===== src/rtl/button_pkg.sv =====
// Shared types and constants for the pushbutton debouncer.
// Optional feature macro used by button_debounce: LONG_PRESS_EN.
package button_pkg;

    typedef enum logic [1:0] {
        IDLE,
        PRESS_WAIT,
        PRESSED,
        RELEASE_WAIT
    } button_state_t;

    localparam int PRESS_COUNT_W = 8;

endpackage


===== src/rtl/button_debounce_sync_2ff.sv =====
// Generic two-flop synchronizer for a single-bit asynchronous input.
// RESET_VALUE sets the level both flops take while reset is asserted.
module sync_2ff #(
    parameter logic RESET_VALUE = 1'b0
) (
    input  logic clk,
    input  logic rstN,
    input  logic d,
    output logic q
);

    logic meta;

    // Two back-to-back flops give the first stage a full cycle to resolve.
    always_ff @(posedge clk or negedge rstN) begin
        if (!rstN) begin
            meta <= RESET_VALUE;
            q    <= RESET_VALUE;
        end else begin
            meta <= d;
            q    <= meta;
        end
    end

endmodule


===== src/rtl/button_debounce.sv =====
// Debounced pushbutton: synchronizes a raw bouncing pin, accepts a level
// change only after DEBOUNCE_CYCLES stable samples, and emits press,
// release and long-press pulses plus a wrapping press counter.
// Optional feature macro: LONG_PRESS_EN (hold counter and long_press).
// The release event is named release_pulse because release is a
// reserved word in SystemVerilog.
module button_debounce
    import button_pkg::*;
#(
    parameter int DEBOUNCE_CYCLES   = 650000,
    parameter int LONG_PRESS_CYCLES = 65000000,
    parameter int ACTIVE_LOW        = 0
) (
    input  logic                     clk,
    input  logic                     rstN,
    input  logic                     button_in,
    output logic                     button_state,
    output logic                     press,
    output logic                     release_pulse,
    output logic                     long_press,
    output logic [PRESS_COUNT_W-1:0] press_count
);

    localparam int SW = $clog2(DEBOUNCE_CYCLES + 1);
    localparam logic [SW-1:0] STABLE_LAST = SW'(DEBOUNCE_CYCLES - 1);
    localparam logic [SW-1:0] STABLE_ONE  = SW'(1);

    if (DEBOUNCE_CYCLES < 2 || DEBOUNCE_CYCLES > (1 << 24)) begin : g_bad_debounce
        $error("button_debounce: DEBOUNCE_CYCLES out of range 2..2^24");
    end

    button_state_t state;
    logic [SW-1:0] stable_cnt;
    logic          pin_level;
    logic          sync_in;
    logic          enter_pressed;

    assign pin_level = (ACTIVE_LOW != 0) ? ~button_in : button_in;

    sync_2ff #(
        .RESET_VALUE(1'b0)
    ) u_sync (
        .clk (clk),
        .rstN(rstN),
        .d   (pin_level),
        .q   (sync_in)
    );

    assign enter_pressed = (state == PRESS_WAIT) && sync_in && (stable_cnt == STABLE_LAST);

    // Debounce FSM with registered level, press/release pulses and press counter.
    always_ff @(posedge clk or negedge rstN) begin
        if (!rstN) begin
            state         <= IDLE;
            stable_cnt    <= '0;
            button_state  <= 1'b0;
            press         <= 1'b0;
            release_pulse <= 1'b0;
            press_count   <= '0;
        end else begin
            press         <= 1'b0;
            release_pulse <= 1'b0;
            case (state)
                IDLE: begin
                    if (sync_in) begin
                        state      <= PRESS_WAIT;
                        stable_cnt <= STABLE_ONE;
                    end
                end
                PRESS_WAIT: begin
                    if (!sync_in) begin
                        state <= IDLE;
                    end else if (stable_cnt == STABLE_LAST) begin
                        state        <= PRESSED;
                        press        <= 1'b1;
                        button_state <= 1'b1;
                        press_count  <= press_count + PRESS_COUNT_W'(1);
                    end else begin
                        stable_cnt <= stable_cnt + STABLE_ONE;
                    end
                end
                PRESSED: begin
                    if (!sync_in) begin
                        state      <= RELEASE_WAIT;
                        stable_cnt <= STABLE_ONE;
                    end
                end
                RELEASE_WAIT: begin
                    if (sync_in) begin
                        state <= PRESSED;
                    end else if (stable_cnt == STABLE_LAST) begin
                        state         <= IDLE;
                        release_pulse <= 1'b1;
                        button_state  <= 1'b0;
                    end else begin
                        stable_cnt <= stable_cnt + STABLE_ONE;
                    end
                end
                default: begin
                    state <= IDLE;
                end
            endcase
        end
    end

`ifdef LONG_PRESS_EN
    localparam int HW = $clog2(LONG_PRESS_CYCLES + 1);
    localparam logic [HW-1:0] HOLD_MAX  = HW'(LONG_PRESS_CYCLES);
    localparam logic [HW-1:0] HOLD_LAST = HW'(LONG_PRESS_CYCLES - 1);

    if (LONG_PRESS_CYCLES <= DEBOUNCE_CYCLES) begin : g_bad_long_press
        $error("button_debounce: LONG_PRESS_CYCLES must exceed DEBOUNCE_CYCLES");
    end

    logic [HW-1:0] hold_cnt;

    // Hold counter runs only while pressed and stable; saturation makes long_press one-shot.
    always_ff @(posedge clk or negedge rstN) begin
        if (!rstN) begin
            hold_cnt   <= '0;
            long_press <= 1'b0;
        end else begin
            long_press <= 1'b0;
            if (enter_pressed) begin
                hold_cnt <= '0;
            end else if ((state == PRESSED) && sync_in && (hold_cnt != HOLD_MAX)) begin
                hold_cnt <= hold_cnt + HW'(1);
                if (hold_cnt == HOLD_LAST) begin
                    long_press <= 1'b1;
                end
            end
        end
    end
`else
    logic unused_cfg;
    logic unused_enter;

    assign unused_cfg   = ^LONG_PRESS_CYCLES;
    assign unused_enter = enter_pressed;
    assign long_press   = 1'b0;
`endif

endmodule


===== config.mk =====
export PLATFORM = sky130hd
export DESIGN_NAME = button_debounce
export DESIGN_NICKNAME = d
export VERILOG_FILES = /design/src/rtl/button_pkg.sv /design/src/rtl/button_debounce_sync_2ff.sv /design/src/rtl/button_debounce.sv
export SDC_FILE = /design/constraint.sdc
export NUM_CORES = 1
export LEC_CHECK = 0
export ABC_AREA = 0
export BUFFER_PORTS_ARGS = -buffer_cell sky130_fd_sc_hd__buf_4
export CAP_MARGIN = 25
export CORE_ASPECT_RATIO = 1.1
export CORE_MARGIN = 1
export CORE_UTILIZATION = 45
export DETAILED_ROUTE_END_ITERATION = 6
export GPL_ROUTABILITY_DRIVEN = 0
export SETUP_SLACK_MARGIN = 0.02
export SKIP_CTS_REPAIR_TIMING = 1
export SLEW_MARGIN = 20
export SYNTH_ARGS = -nofsm -noshare
export SYNTH_HDL_FRONTEND = slang
export SYNTH_SLANG_ARGS = --single-unit

===== constraint.sdc =====
create_clock -name clk -period 2 [get_ports clk]
set_input_delay 0.4 -clock clk [delete_from_list [all_inputs] [get_ports clk]]
set_output_delay 0.4 -clock clk [all_outputs]
set_load 0.02 [all_outputs]

Yosys cells after proc, flatten, opt, wreduce, memory -nomap -nowiden:

Index checks and enable logic that the tools add are counted.

* bits in registers: 35
* output and inout port bits: 12
* bits of input ports: 3
* logic and storage cells: 51

* muxes and demuxes: 23
* reductions and logical operators: 6
* equal/unequal tests: 12
* add/subtract/negate cells: 2

Operators by type and width (number)
* 20-bit two-way mux: 5
* 20-bit case mux with 4 select lines: 1
* 20-bit by 1-bit adder with 20-bit output (second input constant): 1
* 20-bit == test (second input constant): 1
* 2-bit two-way mux: 6
* 1-bit two-way mux: 9
* 8-bit by 1-bit adder with 8-bit output (second input constant): 1
* 2-bit case mux with 4 select lines: 1
* 4-bit AND reduction: 2
* 2-bit by 1-bit inequality test with 1-bit output (second input constant): 3
* 2-bit inequality test (second input constant): 3
* 5-bit AND reduction: 1
* 2-bit == test (second input constant): 2
* 3-bit by 2-bit inequality test with 1-bit output (second input constant): 1
* 3-bit inequality test (second input constant): 1
* 3-bit AND reduction: 1
* 2-bit by 1-bit == test with 1-bit output (second input constant): 1
* 2-bit zero test: 1
* 1-bit case mux with 2 select lines: 1
* 2-bit nonzero test: 1

Longest topological paths before layout:

* depth after elaboration: 4
* mapped depth: 8
* depth with buffers taken out: 7

Cells and area by module:

From an unflattened synthesis, not the netlist that was laid out.

* cell total of the unflattened synthesis: 194
* area, all modules: 1873.0 um^2

By module, submodules not included
* button_debounce: times used 1, seq. area each 825.8 um^2, cells each 192, area each 1823.0 um^2
* sync_2ff: times used 1, seq. area each 50.0 um^2, cells each 2, area each 50.0 um^2

Worst setup path after synthesis:

Ideal clock, no wire load.

* path type: reg2reg
* from: reg stable_cnt[0]
* to: reg stable_cnt[12]
* data required time: 1.922 ns
* setup time: 0.078 ns
* period minus slack after synthesis: 1.760 ns
* setup slack: 0.240 ns
* buffers on the path: 1
* cell stages (with the launch flop): 8
* data arrival time: 1.682 ns
* cell sequence: dfrtp_1 ha_1 and3_1 and4_1 a21oi_2 buf_2 a41oi_1 a21oi_1

* word-level cells in the longest chain between the ends: 4
* elaborated cells on any way between the ends: 6
* those cells by class: 1 x add/sub; 1 x eq/ne; 4 x mux

Ends and longest elaborated chain
* from (decl): line button_debounce.sv:33 `logic [SW-1:0] stable_cnt;`
* from (signal assigned): line button_debounce.sv:79 `stable_cnt <= stable_cnt + STABLE_ONE;`
* from (signal assigned): line button_debounce.sv:96 `stable_cnt <= stable_cnt + STABLE_ONE;`
* 20-bit by 1-bit adder with 20-bit output or 20-bit == test (tied branches)
* 20-bit two-way mux *: line button_debounce.sv:73, button_debounce.sv:91
* 20-bit two-way mux, on equally long branches: line button_debounce.sv:89, button_debounce.sv:71
* 20-bit case mux with 4 select lines *: line button_debounce.sv:63 `case (state)`

Every way passes the cells marked *; elsewhere a longest branch is shown, timed or not. The select of a mux whose other input is x is not followed.
A chain may end at the register's enable or synchronous reset.

Worst setup path after layout:

* from: reg stable_cnt[2]
* to: reg stable_cnt[15]

The elaborated chain is that of the path after synthesis.

==> impl_metrics.yaml <==
outcome:
  status: "finished, final reports clean"
die:
  die_w_um: 63.8
  io_pins: 15
  initial_core_util_pct: 47.4
  die-height_um: 70.0
  core_area_um2: 3990
  dieArea_um2: 4470
  rows: 24
layout:
  mostFrequentLayoutCells: "dfrtp_1 (35), buf_4 (24), nor2_1 (21)"
  layout_commonest_cell: "dfrtp_1"
  drive_gt1_share_pct: 24.8
  design.final.nets: 223
  synthToLayoutAreaGrowth_pct: 17.8
  antenna_cells: 0
critical_path:
  critPathSlowestCell: "dfrtp_1"
  critPathRequiredTime_ns: 2.16
  cp_cell_sequence: "nand3_1 > or2_1 > or3_1 > and3_1 > a221o_1"
  critPathKind: "flip-flop to flip-flop"
  critical-path-max-stage-delay_ns: 0.41
  cpLargestDelayFamily: "simple AND/OR/NAND/NOR gates"
  worstSetupEndpointType: "flip-flop"
  reg2reg_depth: 5
  arrival_ns: 2.07
  start_kind: "flip-flop"
  worst-path-buf-inv: 0
  cp_max_fo: 7
  cp_num_cells: 5
synthesis:
  synth-seq-cells: 35
  synthesis.area_um2: 1890
  synth_top_cell_area_share_pct: 46.3
  ys.flop_type: "dfrtp_1"
  yosysTopAreaCell: "dfrtp_1"
  syn-instance-count: 195
  yosysWarnings: 0
  synth-edff-count: 0
  synthTopCellsByArea: "dfrtp_1 (46%), nor2_1 (4.2%), nand3_1 (4.0%), nand2_1 (3.6%), a221o_1 (2.6%)"
  ys_seq_area_share_pct: 46.3
  synth.distinct_cells: 44
  syn_nets: 200
  avgSynthCellArea_um2: 9.70
  async_flop_share_pct: 100
grt:
  grt_max_degree: 36
  grt_pass1_vias: 1515
  top_usage_layer: "met2"
  antenna_found_initial: 0
  globalRouteMet3Util_pct: 3.92
  grt_remaining_overflow: 0
  track_usage_pct: 20.4
  grt_pass1_wl_mm: 7.00
  use_met2_pct: 34.0
  use_met1_pct: 25.6
timing:
  tns_ns: 0
  hold_viol: 0
  rsz0062_at_grt: "true"
  clock_skew_ns: 0.00230
  maxSlewViolCount: 0
  fin_crit_sh_pct: 95.0
  fmax_mhz: 526
  setup_viol: 0
  min_period_ns: 1.90
power:
  peakVddDrop_mv: 0.330
  finalPower_uw: 1330
  leakagePower_uw: 0.00107
  p_per_area_nw_per_um2: 598
job:
  maxCapViolations: 0
detailed_routing:
  drc: 0
  detail_route.wl_per_cell_um: 15.2
  wl_mm: 4.09
  ant_nets: 0
  dr.pass1.iters: 4
  vias: 1542
  drtIter0Drc: 94
  viasPerCell: 5.71
cts:
  cts_sinks: 35
  root_buffer: "clkbuf_8"
  cts_htree_levels: 2
  cts_buffers: 5
  clk_pin_slew_worst_paths_ns: 0.07
  clk_latency_ns: 0.28
  clock_path_buffers: 2
  cts_tree: "done"
placed_design:
  dp_hpwl_mm: 2.91
  io_buffers: 13
hold_path:
  hold_path.class: "input pin to async pin"
==> registers in the layout, indices dropped and copies added, names as in the netlist, named ones only <==
signal and flops:
release_pulse 1, press_count 8, u_sync.meta 1, stable_cnt 20, state 1, press 1, button_state 1, u_sync.q 1
==> cell type report <==
class | count | area, um^2
fill | 377 | 1770
multi-input combinational | 145 | 977
sequential | 35 | 876
timing repair buffer | 25 | 200
clock buffer | 6 | 82.6
tap | 52 | 65.1
inverter | 6 | 22.5
clock inverter | 1 | 5.00
==> layer usage <==
metal | share of wire [%] | vias to the layer above
met4 | 0.71 | 0
met2 | 52 | 33
met1 | 44 | 766
met5 | 0 | -
li1 | - | 741
met3 | 3.0 | 2
==> worst register-to-register path, cell delays in order (launching register included) <==
cell and delay, ns:
dfrtp_1 0.41, nand3_1 0.26, or2_1 0.35, or3_1 0.33, and3_1 0.17, a221o_1 0.26
==> report_power, final <==
group	leakage [uW]	total (uW)	switching, uW	internal [uW]
clock network	0.0000470	516	245	270
logic	0.000548	84.3	52.7	31.6
registers	0.000477	734	14.1	720
==> cells by family after synthesis <==
family	synth area share [%]
AND/OR/NAND/NOR	30.6
flip-flops	46.3
AO/OA/AOI/OAI	12.0
buffers and inverters	4.50
XOR/XNOR	4.56
adder cells (fa/ha/maj)	1.32
other	0.198
multiplexers	0.529
==> synth_stat cells, types with 3 or more instances <==
cell and number:
dfrtp_1 35, nor2_1 21, nand2_1 18, nand3_1 15, a21oi_1 8, and3_1 7, a221o_1 5, buf_2 5
inv_1 5, nand4_1 5, nor3_1 5, o21ai_0 5, o21ai_1 5, nand4_2 4, nor4_2 4, xnor2_1 4
xor2_1 4, a22o_1 3, or3_1 3
==> metrics by stage <==
stage	hold slack (ns)	utilization, %	area, um^2	setup slack, ns	cells
finish	0.0610	55.8	2230	0.0991	270
global route	0.103	55.8	2230	0.00696	270
CTS	0.0789	54.3	2170	0.00768	268
detailed placement	0.337	52.1	2080	0.0450	261
global placement	0.334	52.1	2080	0.109	261
floorplan	0.104	-	1890	0.240	195
==> worst paths after layout <==
kind / startpoint / to / slack, ns
worst min-delay path: rstN / stable_cnt[14]$_DFFE_PN0P_ / 0.06
max in group asynchronous: rstN / stable_cnt[6]$_DFFE_PN0P_ / 1.62
min in group clk: button_in / u_sync.meta$_DFF_PN0_ / 0.22
worst max register to register: stable_cnt[2]$_DFFE_PN0P_ / stable_cnt[15]$_DFFE_PN0P_ / 0.1
worst min register to register: u_sync.meta$_DFF_PN0_ / u_sync.q$_DFF_PN0_ / 0.35
worst max-delay path: stable_cnt[2]$_DFFE_PN0P_ / stable_cnt[15]$_DFFE_PN0P_ / 0.1
Power figures use the tool's default switching activity.
